File: config.mk
export PLATFORM = sky130hd
export DESIGN_NAME = simd_inst_issuer
export DESIGN_NICKNAME = d
export VERILOG_FILES = /design/src/rtl/simd_inst_issuer.sv
export SDC_FILE = /design/constraint.sdc
export NUM_CORES = 1
export LEC_CHECK = 0
export CAP_MARGIN = 20
export CORE_UTILIZATION = 41
export CTS_BUF_LIST = sky130_fd_sc_hd__clkbuf_16
export DETAILED_ROUTE_END_ITERATION = 10
export PLACE_DENSITY = 0.95
export SETUP_SLACK_MARGIN = 0.4
export SYNTH_ARGS = -nofsm -noshare
export SYNTH_HDL_FRONTEND = slang
export SYNTH_SLANG_ARGS = --single-unit
File: constraint.sdc
create_clock -name i_clk -period 6.81 [get_ports i_clk]
set_input_delay 1.362 -clock i_clk [delete_from_list [all_inputs] [get_ports i_clk]]
set_output_delay 1.362 -clock i_clk [all_outputs]
set_load 0.01 [all_outputs]
File: src/rtl/simd_inst_issuer.sv
// Warp-level instruction sequencer: latches one warp descriptor and issues pc 0..n-1 beats over rdy/ack.
// Optional perf counters (stall / warp) are built only when SIMD_ISSUE_PERF_EN is defined.
module simd_inst_issuer #(
   parameter int N_INST   = 16,
   parameter int INST_BW  = $clog2(N_INST + 1),
   parameter int DIM      = 2,
   parameter int WBW      = 16,
   parameter int MAX_WARP = 16,
   parameter int WID_BW   = $clog2(MAX_WARP)
) (
   input  logic                     i_clk,
   input  logic                     i_rst,
   input  logic                     warp_rdy,
   output logic                     warp_ack,
   input  logic [WID_BW-1:0]        i_wid,
   input  logic [DIM-1:0][WBW-1:0]  i_bofs,
   input  logic [DIM-1:0][WBW-1:0]  i_aofs,
   input  logic [INST_BW-1:0]       i_n_inst,
   output logic                     inst_rdy,
   input  logic                     inst_ack,
   output logic [INST_BW-1:0]       o_pc,
   output logic [WID_BW-1:0]        o_wid,
   output logic [DIM-1:0][WBW-1:0]  o_bofs,
   output logic [DIM-1:0][WBW-1:0]  o_aofs,
   output logic                     o_last,
   output logic                     o_idle,
   output logic [31:0]              o_stall_cnt,
   output logic [31:0]              o_warp_cnt
);

   typedef enum logic {IDLE = 1'b0, ISSUE = 1'b1} state_t;

   localparam logic [INST_BW-1:0] N_MAX = INST_BW'(N_INST);

   state_t                    state_reg, state_next;
   logic [INST_BW-1:0]        n_eff, n_reg, pc_reg, pc_next;
   logic [WID_BW-1:0]         wid_reg;
   logic [DIM-1:0][WBW-1:0]   bofs_reg, aofs_reg;
   logic                      load, last;

   assign n_eff = (i_n_inst > N_MAX) ? N_MAX : i_n_inst;

   always_ff @(posedge i_clk or negedge i_rst) begin
      if (!i_rst) begin
         state_reg <= IDLE;
      end else begin
         state_reg <= state_next;
      end
   end

   // A new descriptor may only be taken when idle or on the ack of the final beat.
   always_comb begin
      state_next = state_reg;
      pc_next    = pc_reg;
      load       = 1'b0;
      warp_ack   = 1'b0;
      inst_rdy   = 1'b0;
      last       = 1'b0;
      case (state_reg)
         IDLE: begin
            warp_ack = warp_rdy;
            if (warp_rdy && (n_eff != '0)) begin
               load       = 1'b1;
               pc_next    = '0;
               state_next = ISSUE;
            end
         end
         ISSUE: begin
            inst_rdy = 1'b1;
            last     = (pc_reg == (n_reg - INST_BW'(1)));
            if (inst_ack) begin
               if (!last) begin
                  pc_next = pc_reg + INST_BW'(1);
               end else if (warp_rdy) begin
                  warp_ack = 1'b1;
                  if (n_eff != '0) begin
                     load    = 1'b1;
                     pc_next = '0;
                  end else begin
                     state_next = IDLE;
                  end
               end else begin
                  state_next = IDLE;
               end
            end
         end
         default: state_next = IDLE;
      endcase
   end

   always_ff @(posedge i_clk or negedge i_rst) begin
      if (!i_rst) begin
         pc_reg  <= '0;
         n_reg   <= '0;
         wid_reg <= '0;
      end else begin
         pc_reg <= pc_next;
         if (load) begin
            n_reg   <= n_eff;
            wid_reg <= i_wid;
         end
      end
   end

   for (genvar gi = 0; gi < DIM; gi++) begin : g_ofs
      always_ff @(posedge i_clk or negedge i_rst) begin
         if (!i_rst) begin
            bofs_reg[gi] <= '0;
            aofs_reg[gi] <= '0;
         end else if (load) begin
            bofs_reg[gi] <= i_bofs[gi];
            aofs_reg[gi] <= i_aofs[gi];
         end
      end
   end

   assign o_pc   = pc_reg;
   assign o_wid  = wid_reg;
   assign o_bofs = bofs_reg;
   assign o_aofs = aofs_reg;
   assign o_last = last;
   assign o_idle = (state_reg == IDLE);

`ifdef SIMD_ISSUE_PERF_EN
   logic [31:0] stall_cnt_reg, warp_cnt_reg;

   // Both counters stick at all-ones rather than wrapping.
   always_ff @(posedge i_clk or negedge i_rst) begin
      if (!i_rst) begin
         stall_cnt_reg <= '0;
         warp_cnt_reg  <= '0;
      end else begin
         if (inst_rdy && !inst_ack && (stall_cnt_reg != 32'hFFFF_FFFF))
            stall_cnt_reg <= stall_cnt_reg + 32'd1;
         if (load && (warp_cnt_reg != 32'hFFFF_FFFF))
            warp_cnt_reg <= warp_cnt_reg + 32'd1;
      end
   end

   assign o_stall_cnt = stall_cnt_reg;
   assign o_warp_cnt  = warp_cnt_reg;
`else
   assign o_stall_cnt = 32'd0;
   assign o_warp_cnt  = 32'd0;
`endif

endmodule

==> metrics.txt <==
CTS sink count 79; setup tns final 0 ps; clock-pin slew on the worst setup and hold paths 70 ps; num rows 34; Hold Fails Final Rpt 0; Lkg Pwr 2.488 nW; post_cts resized 0; area grow syn2layout 44.11%; DP HPWL 6.164 mm; clk_lat worst skew 330 ps; Routability Congestion 0.7927; port buffer count 153; Mapped Cells 290; Pre-antenna DRT Iters 7; total CTS buffers 9; critical path type in -> out; initial antenna violation count 0; Slew @ Worst Pin 578.9 ps; Avg WL per Cell 15.16 um; P per Cell Area 448.1 nW/um2; Vias/cell 4.680; Worst Setup SP inst_ack; Post-Layout Cell Count 559; final setup fails 0; largest net degree at the start of global routing 80; hold buffers post-CTS 0; clk buf depth 2; CTS tree built; max-slew violation count 0; synth unique cells 38; via count 2616; Relative slew margins 61.41%; CP max FO 12; post-CTS setup repair buffer count 0; FMAX 229.5 MHz; clk_skew 10.24 ps; io pins 218; #FFs+latches synth 79; die width 98.07 um; first-pass GRT wire length 13.46 mm; Ant. Diodes 0; Startpoint Class input pin; Arr. time, crit path 3000 ps; htree depth 3; Reg-to-Reg Start n_reg[0]; unrepaired setup endpoints after global routing no; leading cell type in the layout, fill and taps excluded clkdlybuf4s50_1; minimum clock period 4357 ps; die height 98.07 um; CP Capture Type output pin; vias in the first global route 2740; Total Wirelength 8.477 mm; Req. time, crit path 5450 ps; yosys warns 0; DRC Markers 23; register area share after synthesis 52.25%; dpl cells 542; Starting DRT DRC Count 99; Initial Utilization 42.76%; maximum VDD drop 0.2365 mV; share of cells above drive strength 1 18.40%; syn_area_per_cell 13.05 um2; worst hold-check path type reg -> reg; ANT nets after route 0; CTS Root Cell clkbuf_16; nets@finish 525; GRT Resource Usage Total 17.96%; total gr overflow 0; core area 8848 um2; commonest non-fill, non-tap cells in the layout clkdlybuf4s50_1, dfrtp_1, conb_1; failing checks DRC; Synth Cell Area 3784 um2; status finished, violations left; Final period util 63.98%; max-cap viol count 0; DIE AREA 9617 um2; HP Start o_bofs[17]; Hold WS 494.6 ps
## worst paths after layout
kind / end / slack [ps] / cells past startpoint
setup / recovery: warp_ack / 2450 / 4
hold / removal: o_bofs[17] / 490 / 1
setup reg to reg: o_aofs[20] / 3870 / 8
hold reg to reg: o_bofs[17] / 490 / 1
max in group asynchronous: o_aofs[6] / 5410 / 2
min in group asynchronous: o_bofs[15] / 830 / 1
## layout make-up
type                            instances  area (um2)
Inverter                                3       11.26
Tap cell                              108       135.1
Timing Repair Buffer                  156        1572
Sequential cell                        79        1977
Multi-Input combinational cell        197        1460
Clock inverter                          7       72.57
Clock buffer                            9       225.2
Fill cell                             689        3396
## synth_stat cells
master,instances,area share [%]
o22ai_1,2,0.33
a21boi_0,1,0.20
xor2_1,4,0.93
o21ai_0,2,0.26
o211a_2,1,0.26
o21a_1,1,0.20
a21o_1,3,0.60
or3_1,2,0.33
dfrtp_1,79,52
mux2_1,8,2.4
nand2b_1,1,0.17
nand3b_1,3,0.60
nor2_1,5,0.50
o211a_1,1,0.26
nor2b_1,1,0.17
buf_4,64,13
mux2_2,60,18
ha_1,2,0.66
and2_1,1,0.17
a31oi_4,1,0.56
buf_6,7,2.1
a22o_1,4,0.93
nand4b_1,1,0.23
nand2_1,7,0.69
a211o_1,3,0.69
clkbuf_2,1,0.13
a21oi_1,4,0.53
o211ai_1,1,0.20
or4_4,1,0.30
nor3_1,1,0.13
conb_1,1,0.099
o21ai_1,1,0.13
nand3_1,7,0.93
inv_1,3,0.30
xnor2_1,2,0.46
clkbuf_1,2,0.20
and4bb_2,1,0.33
a32o_1,1,0.26
## critical path: stages
cell and delay [ps]:
clkdlybuf4s50_1 750, a21o_1 220, and2_1 130, clkdlybuf4s50_1 530
## through the flow
stage | utilization (%) | worst slack (ps) | total power (W) | area [um2]
final | 61.62 | 2453 | 0.002443 | 5453
after global routing | 61.62 | 2388 | 0.002583 | 5453
after CTS | 61.31 | 2455 | 0.002464 | 5425
after detailed placement | 57.95 | 2456 | 0.001969 | 5127
after global placement | 57.95 | 2504 | 0.001914 | 5127
after floorplan | - | 3498 | 0.001423 | 4020
## power breakdown
part	total, W	switching [W]	internal (W)
Sequential	0.000843	0.000149	0.000694
Clock	0.000484	0.000198	0.000286
Combinational	0.00112	0.000433	0.000684
## cell families after synthesis
| kind of cell | count (synthesis) | share of synthesized area (%) |
|---|---|---|
| AOI/OAI and AO/OA | 26 | 5.423 |
| xor gates and xnor gates | 6 | 1.389 |
| adders and majority gates | 2 | 0.6613 |
| buffers and inverters | 77 | 15.41 |
| DFF | 79 | 52.25 |
| muxes | 68 | 20.24 |
| other | 1 | 0.09911 |
| and+or+nand+nor | 31 | 4.531 |
## metal layers
layer / global-route usage, % / routed length, um
met1: 18.32 / 3018
met2: 33.04 / 4501
met3: 6.514 / 753
met4: 7.343 / 203
met5: 0 / 0
Power figures use the tool's default switching activity.
